==> config.mk <==
export PLATFORM = sky130hd
export DESIGN_NAME = mmc_dat_deserialiser_flat
export DESIGN_NICKNAME = d
export VERILOG_FILES = /design/src/rtl/mmc_dat_deserialiser_if.sv /design/src/rtl/mmc_dat_deserialiser.sv /design/src/flat_wrapper.sv
export SDC_FILE = /design/constraint.sdc
export NUM_CORES = 1
export LEC_CHECK = 0
export BUFFER_PORTS_ARGS = -buffer_cell sky130_fd_sc_hd__buf_2
export CAP_MARGIN = 20
export CORE_ASPECT_RATIO = 0.6
export CORE_MARGIN = 1.5
export CORE_UTILIZATION = 60
export DETAILED_ROUTE_END_ITERATION = 6
export PLACE_DENSITY_LB_ADDON = 0.2
export SYNTH_ARGS = -nofsm -noshare
export SYNTH_HDL_FRONTEND = slang
export SYNTH_SLANG_ARGS = --single-unit
==> constraint.sdc <==
create_clock -name clk_i -period 2.6 [get_ports clk_i]
set_input_delay 0.26 -clock clk_i [delete_from_list [all_inputs] [get_ports clk_i]]
set_output_delay 0.26 -clock clk_i [all_outputs]
set_load 0.01 [all_outputs]
==> src/rtl/mmc_dat_deserialiser_if.sv <==
// Host-side bundle of the DAT read deserialiser: read control in, byte stream and status out.
// "master" is the host/FIFO controller, "slave" is the deserialiser itself.
interface mmc_dat_deserialiser_if;
   logic       start_i;
   logic       abort_i;
   logic       mode_4bit_i;
   logic [7:0] block_cnt_i;
   logic [7:0] data_o;
   logic       valid_o;
   logic       active_o;
   logic       complete_o;
   logic       crc_err_o;
   logic       timeout_o;

   modport master (
      output start_i, abort_i, mode_4bit_i, block_cnt_i,
      input  data_o, valid_o, active_o, complete_o, crc_err_o, timeout_o
   );

   modport slave (
      input  start_i, abort_i, mode_4bit_i, block_cnt_i,
      output data_o, valid_o, active_o, complete_o, crc_err_o, timeout_o
   );
endinterface

==> src/rtl/mmc_dat_deserialiser.sv <==
// MMC/SD DAT receive path: start-bit hunt, 512-byte block deserialise, per-line CRC16 and end-bit check.
// Optional 4-line mode is built only when MMC_DAT_DESER_4BIT_EN is defined.

module mmc_crc16 (
   input  logic        clk_i,
   input  logic        rst_i,
   input  logic        clr_i,
   input  logic        en_i,
   input  logic        bit_i,
   output logic [15:0] crc_o
);
   logic fb;

   assign fb = crc_o[15] ^ bit_i;

   always_ff @(posedge clk_i) begin
      if (rst_i || clr_i) crc_o <= '0;
      else if (en_i)      crc_o <= {crc_o[14:0], 1'b0} ^ ({16{fb}} & 16'h1021);
   end
endmodule

// state   | meaning
// IDLE    | waiting for start_i
// WAIT    | hunting for the start bit on DAT0, timeout counter running
// DATA    | shifting in 512 bytes, CRCs accumulating
// CRC     | comparing 16 received CRC bits per active line
// END     | end-bit check, block bookkeeping
module mmc_dat_deserialiser #(
   parameter logic [15:0] START_TIMEOUT = 16'd65535
) (
   input  logic       clk_i,
   input  logic       rst_i,
   input  logic       bitclk_i,
   input  logic [3:0] dat_i,
   mmc_dat_deserialiser_if.slave bus
);
   typedef enum logic [2:0] {ST_IDLE, ST_WAIT, ST_DATA, ST_CRC, ST_END} state_t;

   state_t      state, state_n;
   logic        clk_q, sample_w, mode4_q, mode4_n, blk_err;
   logic [7:0]  blk_left, shift_q, shift_n;
   logic [12:0] samp_cnt;
   logic [2:0]  bit_cnt;
   logic [15:0] wait_cnt;
   logic        go, start_hit, wait_miss, wait_tc, data_smp, crc_smp, end_fire;
   logic        byte_done, last_smp, crc_bad, end_bad, crc_clr;

`ifdef MMC_DAT_DESER_4BIT_EN
   localparam int NLINE = 4;
   assign mode4_n = bus.mode_4bit_i;
   assign shift_n = mode4_q ? {shift_q[3:0], dat_i} : {shift_q[6:0], dat_i[0]};
   assign end_bad = mode4_q ? ~&dat_i : ~dat_i[0];
`else
   localparam int NLINE = 1;
   logic unused_hi;
   assign unused_hi = ^{dat_i[3:1], bus.mode_4bit_i};
   assign mode4_n   = 1'b0;
   assign shift_n   = {shift_q[6:0], dat_i[0]};
   assign end_bad   = ~dat_i[0];
`endif

   assign sample_w  = bitclk_i & ~clk_q;
   assign last_smp  = (samp_cnt == 13'd0);
   assign byte_done = data_smp & (mode4_q ? bit_cnt[0] : &bit_cnt);
   assign crc_clr   = go | end_fire;

   logic [15:0] crc_w [NLINE];

   for (genvar l = 0; l < NLINE; l++) begin : g_crc
      mmc_crc16 u_crc (
         .clk_i (clk_i),
         .rst_i (rst_i),
         .clr_i (crc_clr),
         .en_i  (data_smp && ((l == 0) || mode4_q)),
         .bit_i (dat_i[l]),
         .crc_o (crc_w[l])
      );
   end

   // samp_cnt counts 15..0 during CRC, so its low nibble is the CRC bit index (MSB first)
   always_comb begin
      crc_bad = 1'b0;
      for (int l = 0; l < NLINE; l++) begin
         if (((l == 0) || mode4_q) && (dat_i[l] != crc_w[l][samp_cnt[3:0]])) crc_bad = 1'b1;
      end
   end

   always_ff @(posedge clk_i) begin
      if (rst_i) state <= ST_IDLE;
      else       state <= state_n;
   end

   always_comb begin
      state_n = state;
      if (bus.abort_i) begin
         state_n = ST_IDLE;
      end else begin
         case (state)
            ST_IDLE: if (go) state_n = ST_WAIT;
            ST_WAIT: begin
               if (start_hit)    state_n = ST_DATA;
               else if (wait_tc) state_n = ST_IDLE;
            end
            ST_DATA: if (data_smp && last_smp) state_n = ST_CRC;
            ST_CRC:  if (crc_smp && last_smp)  state_n = ST_END;
            ST_END:  if (end_fire) state_n = (blk_left == 8'd1) ? ST_IDLE : ST_WAIT;
            default: state_n = ST_IDLE;
         endcase
      end
   end

   // Abort masks every strobe, so it can never emit a byte or a completion
   always_comb begin
      go           = 1'b0;
      start_hit    = 1'b0;
      wait_miss    = 1'b0;
      wait_tc      = 1'b0;
      data_smp     = 1'b0;
      crc_smp      = 1'b0;
      end_fire     = 1'b0;
      bus.active_o = (state != ST_IDLE);
      if (!bus.abort_i) begin
         case (state)
            ST_IDLE: go = bus.start_i;
            ST_WAIT: begin
               start_hit = sample_w & ~dat_i[0];
               wait_miss = sample_w & dat_i[0];
               wait_tc   = wait_miss & ((wait_cnt + 16'd1) == START_TIMEOUT);
            end
            ST_DATA: data_smp = sample_w;
            ST_CRC:  crc_smp  = sample_w;
            ST_END:  end_fire = sample_w;
            default: ;
         endcase
      end
   end

   always_ff @(posedge clk_i) begin
      if (rst_i) begin
         clk_q          <= 1'b0;
         mode4_q        <= 1'b0;
         blk_left       <= 8'd0;
         shift_q        <= 8'd0;
         samp_cnt       <= 13'd0;
         bit_cnt        <= 3'd0;
         wait_cnt       <= 16'd0;
         blk_err        <= 1'b0;
         bus.data_o     <= 8'd0;
         bus.valid_o    <= 1'b0;
         bus.complete_o <= 1'b0;
         bus.crc_err_o  <= 1'b0;
         bus.timeout_o  <= 1'b0;
      end else begin
         clk_q          <= bitclk_i;
         bus.valid_o    <= byte_done;
         bus.complete_o <= end_fire && (blk_left == 8'd1);
         if (byte_done) bus.data_o <= shift_n;
         if (go) begin
            mode4_q       <= mode4_n;
            blk_left      <= (bus.block_cnt_i == 8'd0) ? 8'd1 : bus.block_cnt_i;
            bus.crc_err_o <= 1'b0;
            bus.timeout_o <= 1'b0;
            wait_cnt      <= 16'd0;
            blk_err       <= 1'b0;
         end
         if (start_hit) begin
            wait_cnt <= 16'd0;
            bit_cnt  <= 3'd0;
            samp_cnt <= mode4_q ? 13'd1023 : 13'd4095;
         end
         if (wait_miss) wait_cnt <= wait_cnt + 16'd1;
         if (wait_tc)   bus.timeout_o <= 1'b1;
         if (data_smp) begin
            shift_q  <= shift_n;
            bit_cnt  <= bit_cnt + 3'd1;
            samp_cnt <= last_smp ? 13'd15 : samp_cnt - 13'd1;
         end
         if (crc_smp) begin
            if (crc_bad)   blk_err  <= 1'b1;
            if (!last_smp) samp_cnt <= samp_cnt - 13'd1;
         end
         if (end_fire) begin
            bus.crc_err_o <= bus.crc_err_o | blk_err | end_bad;
            blk_left      <= blk_left - 8'd1;
            blk_err       <= 1'b0;
         end
      end
   end
endmodule

==> src/flat_wrapper.sv <==
// flat-port wrapper written by rule: the top's interface ports become plain ports
module mmc_dat_deserialiser_flat 
#(
   parameter logic [15:0] START_TIMEOUT = 16'd65535
)
  (clk_i, rst_i, bitclk_i, dat_i, bus_start_i, bus_abort_i, bus_mode_4bit_i, bus_block_cnt_i, bus_data_o, bus_valid_o, bus_active_o, bus_complete_o, bus_crc_err_o, bus_timeout_o);
  mmc_dat_deserialiser_if bus_i ();
  input  logic clk_i;
  input  logic rst_i;
  input  logic bitclk_i;
  input  logic [3:0] dat_i;
  input wire logic [$bits(bus_i.start_i)-1:0] bus_start_i;
  input wire logic [$bits(bus_i.abort_i)-1:0] bus_abort_i;
  input wire logic [$bits(bus_i.mode_4bit_i)-1:0] bus_mode_4bit_i;
  input wire logic [$bits(bus_i.block_cnt_i)-1:0] bus_block_cnt_i;
  output wire logic [$bits(bus_i.data_o)-1:0] bus_data_o;
  output wire logic [$bits(bus_i.valid_o)-1:0] bus_valid_o;
  output wire logic [$bits(bus_i.active_o)-1:0] bus_active_o;
  output wire logic [$bits(bus_i.complete_o)-1:0] bus_complete_o;
  output wire logic [$bits(bus_i.crc_err_o)-1:0] bus_crc_err_o;
  output wire logic [$bits(bus_i.timeout_o)-1:0] bus_timeout_o;
  assign bus_i.start_i = bus_start_i;
  assign bus_i.abort_i = bus_abort_i;
  assign bus_i.mode_4bit_i = bus_mode_4bit_i;
  assign bus_i.block_cnt_i = bus_block_cnt_i;
  assign bus_data_o = bus_i.data_o;
  assign bus_valid_o = bus_i.valid_o;
  assign bus_active_o = bus_i.active_o;
  assign bus_complete_o = bus_i.complete_o;
  assign bus_crc_err_o = bus_i.crc_err_o;
  assign bus_timeout_o = bus_i.timeout_o;
  mmc_dat_deserialiser #(.START_TIMEOUT(START_TIMEOUT)) u_core (.clk_i(clk_i), .rst_i(rst_i), .bitclk_i(bitclk_i), .dat_i(dat_i), .bus(bus_i));
endmodule
==> impl_metrics.ini, run 1 <==
[outcome]
outcome = completed

[detailed_routing]
drc = 0
first_iter_violations = 456
final_antenna_net_count = 0
post_drt_wl_per_cell_um = 15.37
routed-via-count = 3779
viasPerCell = 6.246
routed_wl_mm = 9.299
dr.pass1.iters = 5

[worst_setup_path]
cp_top_family = simple AND/OR/NAND/NOR gates
cp_cell_sequence = inv_1, ha_1, or4b_4, nor4_1, buf_4, nor2_1, nor4_1, a211oi_1
arrival_ns = 2.56
start_kind = flop
critPathBufInv = 2
crit_path_end_kind = flop
crit_slowest_cell = or4b_4
worstPathMaxFanout = 10
worst_path_largest_cell_delay_ns = 0.52
cpMostUsedCell = nor4_1
required_ns = 2.82
crit_type = reg2reg

[die]
io_pins = 31
die_y_um = 66.51
dieWidth_um = 108.8
rows = 22
start_util_pct = 63.97
die_area_um2 = 7238
core_um2 = 6304

[synthesis]
synth_seq_cells = 80
syn_area_um2 = 4033
synthDistinctLibCells = 60
synth_fp_nets = 529
ys.warnings.count = 0
avgSynthCellArea_um2 = 8.001
yosysSeqAreaShare_pct = 39.71
yosysTopAreaCell = dfxtp_1
synth_area_leaders = dfxtp_1 (40%), a21oi_1 (8.2%), nand2_1 (6.6%), nor2_1 (4.4%), nand3_1 (2.5%)
netlist.area_leader.share_pct = 39.71
synth_ff_type = dfxtp_1
syn_inst = 504
async_reset_ff_share_pct = 0
synth_edf_count = 0

[clock_tree]
numCtsBuffers = 9
hold_buffers = 0
clock_sinks = 80
h-tree-depth = 3
cts_tree = yes
cts_buffer_depth = 2
clk_latency_ns = 0.35
cts-root-buf = clkbuf_8
post-cts-setup-buffer-count = 0
clk_pin_slew_worst_paths_ns = 0.09
cts.repair.resized = 0

[pwr]
ir_drop_v = 0.0005351
p_comb_share_pct = 7.1
p_per_area_nw_per_um2 = 511.8
total_power_uw = 2250
p_clk_share_pct = 37.3
p_sw_share_pct = 25.96
pwr-share-seq_pct = 55.6
power.switching_uw = 584.3
p_leak_uw = 0.001478
p_int_uw = 1666

[layout]
final_cells = 605
layout_common_cells = dfxtp_1 (80), nand2_1 (71), a21oi_1 (66), nor2_1 (47), buf_2 (26)
area_delta_synth_final_pct = 9.029
num_antenna_cells = 0
n_fill_cell = 509
final_nets = 542
final_common_cell = dfxtp_1
drive_gt1_share_pct = 13.63

[grt]
met3_usage_pct = 6.947
grt_use_total_pct = 26.63
grt_pass1_vias = 3179
antenna_found_initial = 0
grt_max_degree = 44
grt_pass1_wl_mm = 15.00
grt.met2_usage_pct = 37.89
top_usage_layer = met1
overflow = 0
met1_usage_pct = 39.73

[timing]
rsz0062_at_grt = no
holdWs_ns = 0.1789
slew_violations = 0
slew_headroom_pct = 54.57
fin_skew_ns = 0.01317
fmax_mhz = 427.6
fin_tns_setup_ns = 0
fin_crit_sh_pct = 89.94
setup_viol = 0
layout_setup_ws_ns = 0.2616
hold_viol = 0
worst_slew_pin_slew_ns = 0.6752
period_needed_ns = 2.338

[placed_design]
place_ws_ns = 0.3300
dp_hpwl_mm = 6.534
portBuffers = 26
place_inst = 590
finalWeightedCongestion = 0.9023

[worst_hold_path]
hold_class = in2reg

[flow_run]
drv_cap = 0
area by class of cell:
type | count | area (um^2) | area share (%)
Tap cell | 84 | 105.1 | 2.390
Clock buffer | 10 | 137.6 | 3.130
Clock inverter | 5 | 42.54 | 0.9676
Multi-Input combinational cell | 377 | 2240 | 50.94
Timing Repair Buffer | 37 | 225.2 | 5.122
Inverter | 12 | 45.04 | 1.024
Sequential cell | 80 | 1602 | 36.43
worst paths after layout:
kind / startpoint / endpoint / slack (ns) / cells after the start
min reg2reg: u_core.bus.timeout_o$_SDFFE_PP0P_ / u_core.bus.timeout_o$_SDFFE_PP0P_ / 0.46 / 2
min: bus_block_cnt_i[7] / u_core.blk_left[7]$_SDFFE_PP0P_ / 0.18 / 3
max reg2reg: u_core.samp_cnt[1]$_SDFF_PP0_ / u_core.samp_cnt[1]$_SDFF_PP0_ / 0.26 / 8
max: u_core.samp_cnt[1]$_SDFF_PP0_ / u_core.samp_cnt[1]$_SDFF_PP0_ / 0.26 / 8
per-layer routing:
layer / wire length, um / part of all wire (%)
met1: 4474 / 48
met2: 3768 / 41
met3: 998 / 11
met4: 58 / 0.62
met5: 0 / 0
through the flow:
stage / utilization, % / area [um^2]
after global placement: 66.89 / 4217
after global routing: 69.75 / 4397
final: 69.75 / 4397
after CTS: 69.75 / 4397
after detailed placement: 66.89 / 4217
after floorplan: - / 4033
cells in the mapped netlist (all sizes together), types with 7 or more instances:
cell    count
a211oi      8
a21o        7
a21oi      66
buf        11
clkbuf     24
dfxtp      80
ha          7
inv        12
nand2      71
nand3      20
nand4       8
nor2       47
nor3       17
nor4       12
o21ai      19
or3        11
xnor2       7
state kept, by name, indices dropped and copies added, names as in the netlist:
register                  count
u_core.samp_cnt              13
u_core.bus.data_o             8
u_core.state                  3
u_core.shift_q                7
u_core.wait_cnt              16
u_core.blk_left               8
u_core.clk_q                  1
u_core.bus.complete_o         1
u_core.g_crc.u_crc.crc_o     16
u_core.bit_cnt                3
u_core.bus.crc_err_o          1
u_core.bus.timeout_o          1
u_core.blk_err                1
u_core.bus.valid_o            1
kinds of logic after synthesis:
logic type,count (synthesis),share of synthesized area (%)
AND/OR/NAND/NOR,218,26.84
AO/OA/AOI/OAI,135,21.25
flip-flops,80,39.71
buffers and inverters,47,4.871
XOR/XNOR,10,2.172
multiplexers,7,2.979
adder cells (fa/ha/maj),7,2.172
worst register-to-register path, delay by kind of cell, from the launching register on:
| kind | cells | cell delay [ns] |
|---|---|---|
| simple gates | 4 | 1.16 |
| flops | 1 | 0.40 |
| buf+inv | 2 | 0.35 |
| fa+ha+maj | 1 | 0.23 |
| compound gates | 1 | 0.08 |
power groups by stage:
stage	clock network, uW	registers (uW)	logic, uW
floorplan	0	1270	116
global placement	0	1280	151
detailed placement	0	1280	155
CTS	857	1250	155
global route	908	1250	173
finish	841	1250	159
(Power assumes the default switching activity.)
==> inputs of run 2 (changes only) <==
- CORE_MARGIN: 1.5 -> default
==> impl_metrics.ini, run 2 (same netlist as run 1, synthesis figures left out) <==
[worst_setup_path]
arrival_ns = 2.58
crit_path_end_kind = flop
cp_top_family = simple AND/OR/NAND/NOR gates
cpMostUsedCell = nor4_1
cp_cell_sequence = inv_1, ha_1, or4b_4, nor4_1, buf_4, nor2_1, nor4_1, a211oi_1
worstPathMaxFanout = 10
cp-startpoint = u_core.samp_cnt[1]$_SDFF_PP0_
critPathBufInv = 2
start_kind = flop
required_ns = 2.85
crit_type = reg2reg
crit_slowest_cell = or4b_4
r2r-start = u_core.samp_cnt[1]$_SDFF_PP0_
worst_path_largest_cell_delay_ns = 0.51

[timing]
fin_tns_setup_ns = 0
period_needed_ns = 2.336
worst_slew_pin_slew_ns = 0.6590
fin_crit_sh_pct = 89.83
rsz0062_at_grt = no
hold_viol = 0
fmax_mhz = 428.2
slew_headroom_pct = 55.60
setup_viol = 0
slew_violations = 0
fin_skew_ns = 0.01003

[pwr]
total_power_uw = 2332
ir_drop_v = 0.0003763
p_per_area_nw_per_um2 = 530.5
p_leak_uw = 0.001480

[layout]
largestRegisters = u_core.g_crc.u_crc.crc_o: 16 flops, u_core.wait_cnt: 16 flops, u_core.samp_cnt: 13 flops
drive_gt1_share_pct = 13.29
final_area_um2 = 4395
area_delta_synth_final_pct = 8.998
utilization_pct = 69.73
final_nets = 540
final_common_cell = dfxtp_1
num_antenna_cells = 0
layout_common_cells = dfxtp_1 (80), nand2_1 (71), a21oi_1 (66), nor2_1 (47), buf_2 (26)

[detailed_routing]
routed-via-count = 3851
viasPerCell = 6.386
dr.pass1.iters = 5
first_iter_violations = 448
final_antenna_net_count = 0
routed_wl_mm = 9.342
drc = 0
post_drt_wl_per_cell_um = 15.49

[clock_tree]
cts-root-buf = clkbuf_8
cts_tree = yes
cts.repair.resized = 0
post-cts-setup-buffer-count = 0
hold_buffers = 0
clk_latency_ns = 0.37
clock_sinks = 80
numCtsBuffers = 9
clk_pin_slew_worst_paths_ns = 0.09
h-tree-depth = 3
cts_buffer_depth = 2

[die]
die_area_um2 = 7064
dieWidth_um = 107.8
start_util_pct = 63.97
die_y_um = 65.51
rows = 22
io_pins = 31
core_um2 = 6304

[worst_hold_path]
hold_class = in2reg
min_from = bus_block_cnt_i[7]

[outcome]
outcome = completed

[grt]
antenna_found_initial = 0
overflow = 0
grt_use_total_pct = 27.77
grt_pass1_vias = 3182
grt_pass1_wl_mm = 15.12
grt_max_degree = 42

[placed_design]
dp_hpwl_mm = 6.509
portBuffers = 26
finalWeightedCongestion = 0.8955
placement.cell_area_um2 = 4202

[flow_run]
drv_cap = 0
==> run 2: stage by stage <==
stage          setup slack [ns]  instances  hold slack [ns]
3_3_place_gp             0.3880        588           0.4391
3_5_place_dp             0.3282        588           0.4465
5_1_grt                 0.06596        603           0.1559
4_1_cts                  0.3053        603           0.1403
6_report                 0.2645        603           0.1446
2_1_floorplan            0.4194        504           0.3613
==> run 2: worst reg2reg max path, stage by stage (launching register included) <==
cell,delay [ns]
dfxtp_1,0.40
inv_1,0.09
ha_1,0.22
or4b_4,0.51
nor4_1,0.30
buf_4,0.26
nor2_1,0.11
nor4_1,0.22
a211oi_1,0.09
==> run 2: layer usage <==
layer  vias up  routed length, um  GRT usage (%)
li1       1854                  -              -
met1      1820               4566          40.95
met2       167               3882          38.06
met3        10                795          8.234
met4         0                 97          9.247
met5         -                  0              0
==> run 2: power breakdown <==
group,switching (uW),total [uW],internal (uW)
Combinational,104,159,55.3
Clock,477,922,444
Sequential,15.5,1250,1240
==> run 2: cell type report <==
cell class / instances / area, um^2
clock inverters: 6 / 70.07
well taps: 84 / 105.1
repair buffers: 35 / 210.2
inverters: 12 / 45.04
multi-input cells: 377 / 2240
fillers: 536 / 1908
flip-flops and latches: 80 / 1602
clock buffers: 9 / 123.9
==> run 2: path summary, 6_finish.rpt <==
check                                       to  slack (ns)  depth (start not counted)
min reg2reg  u_core.bus.timeout_o$_SDFFE_PP0P_        0.46                          2
max              u_core.samp_cnt[1]$_SDFF_PP0_        0.26                          8
min            u_core.blk_left[7]$_SDFFE_PP0P_        0.14                          3
max reg2reg      u_core.samp_cnt[1]$_SDFF_PP0_        0.26                          8
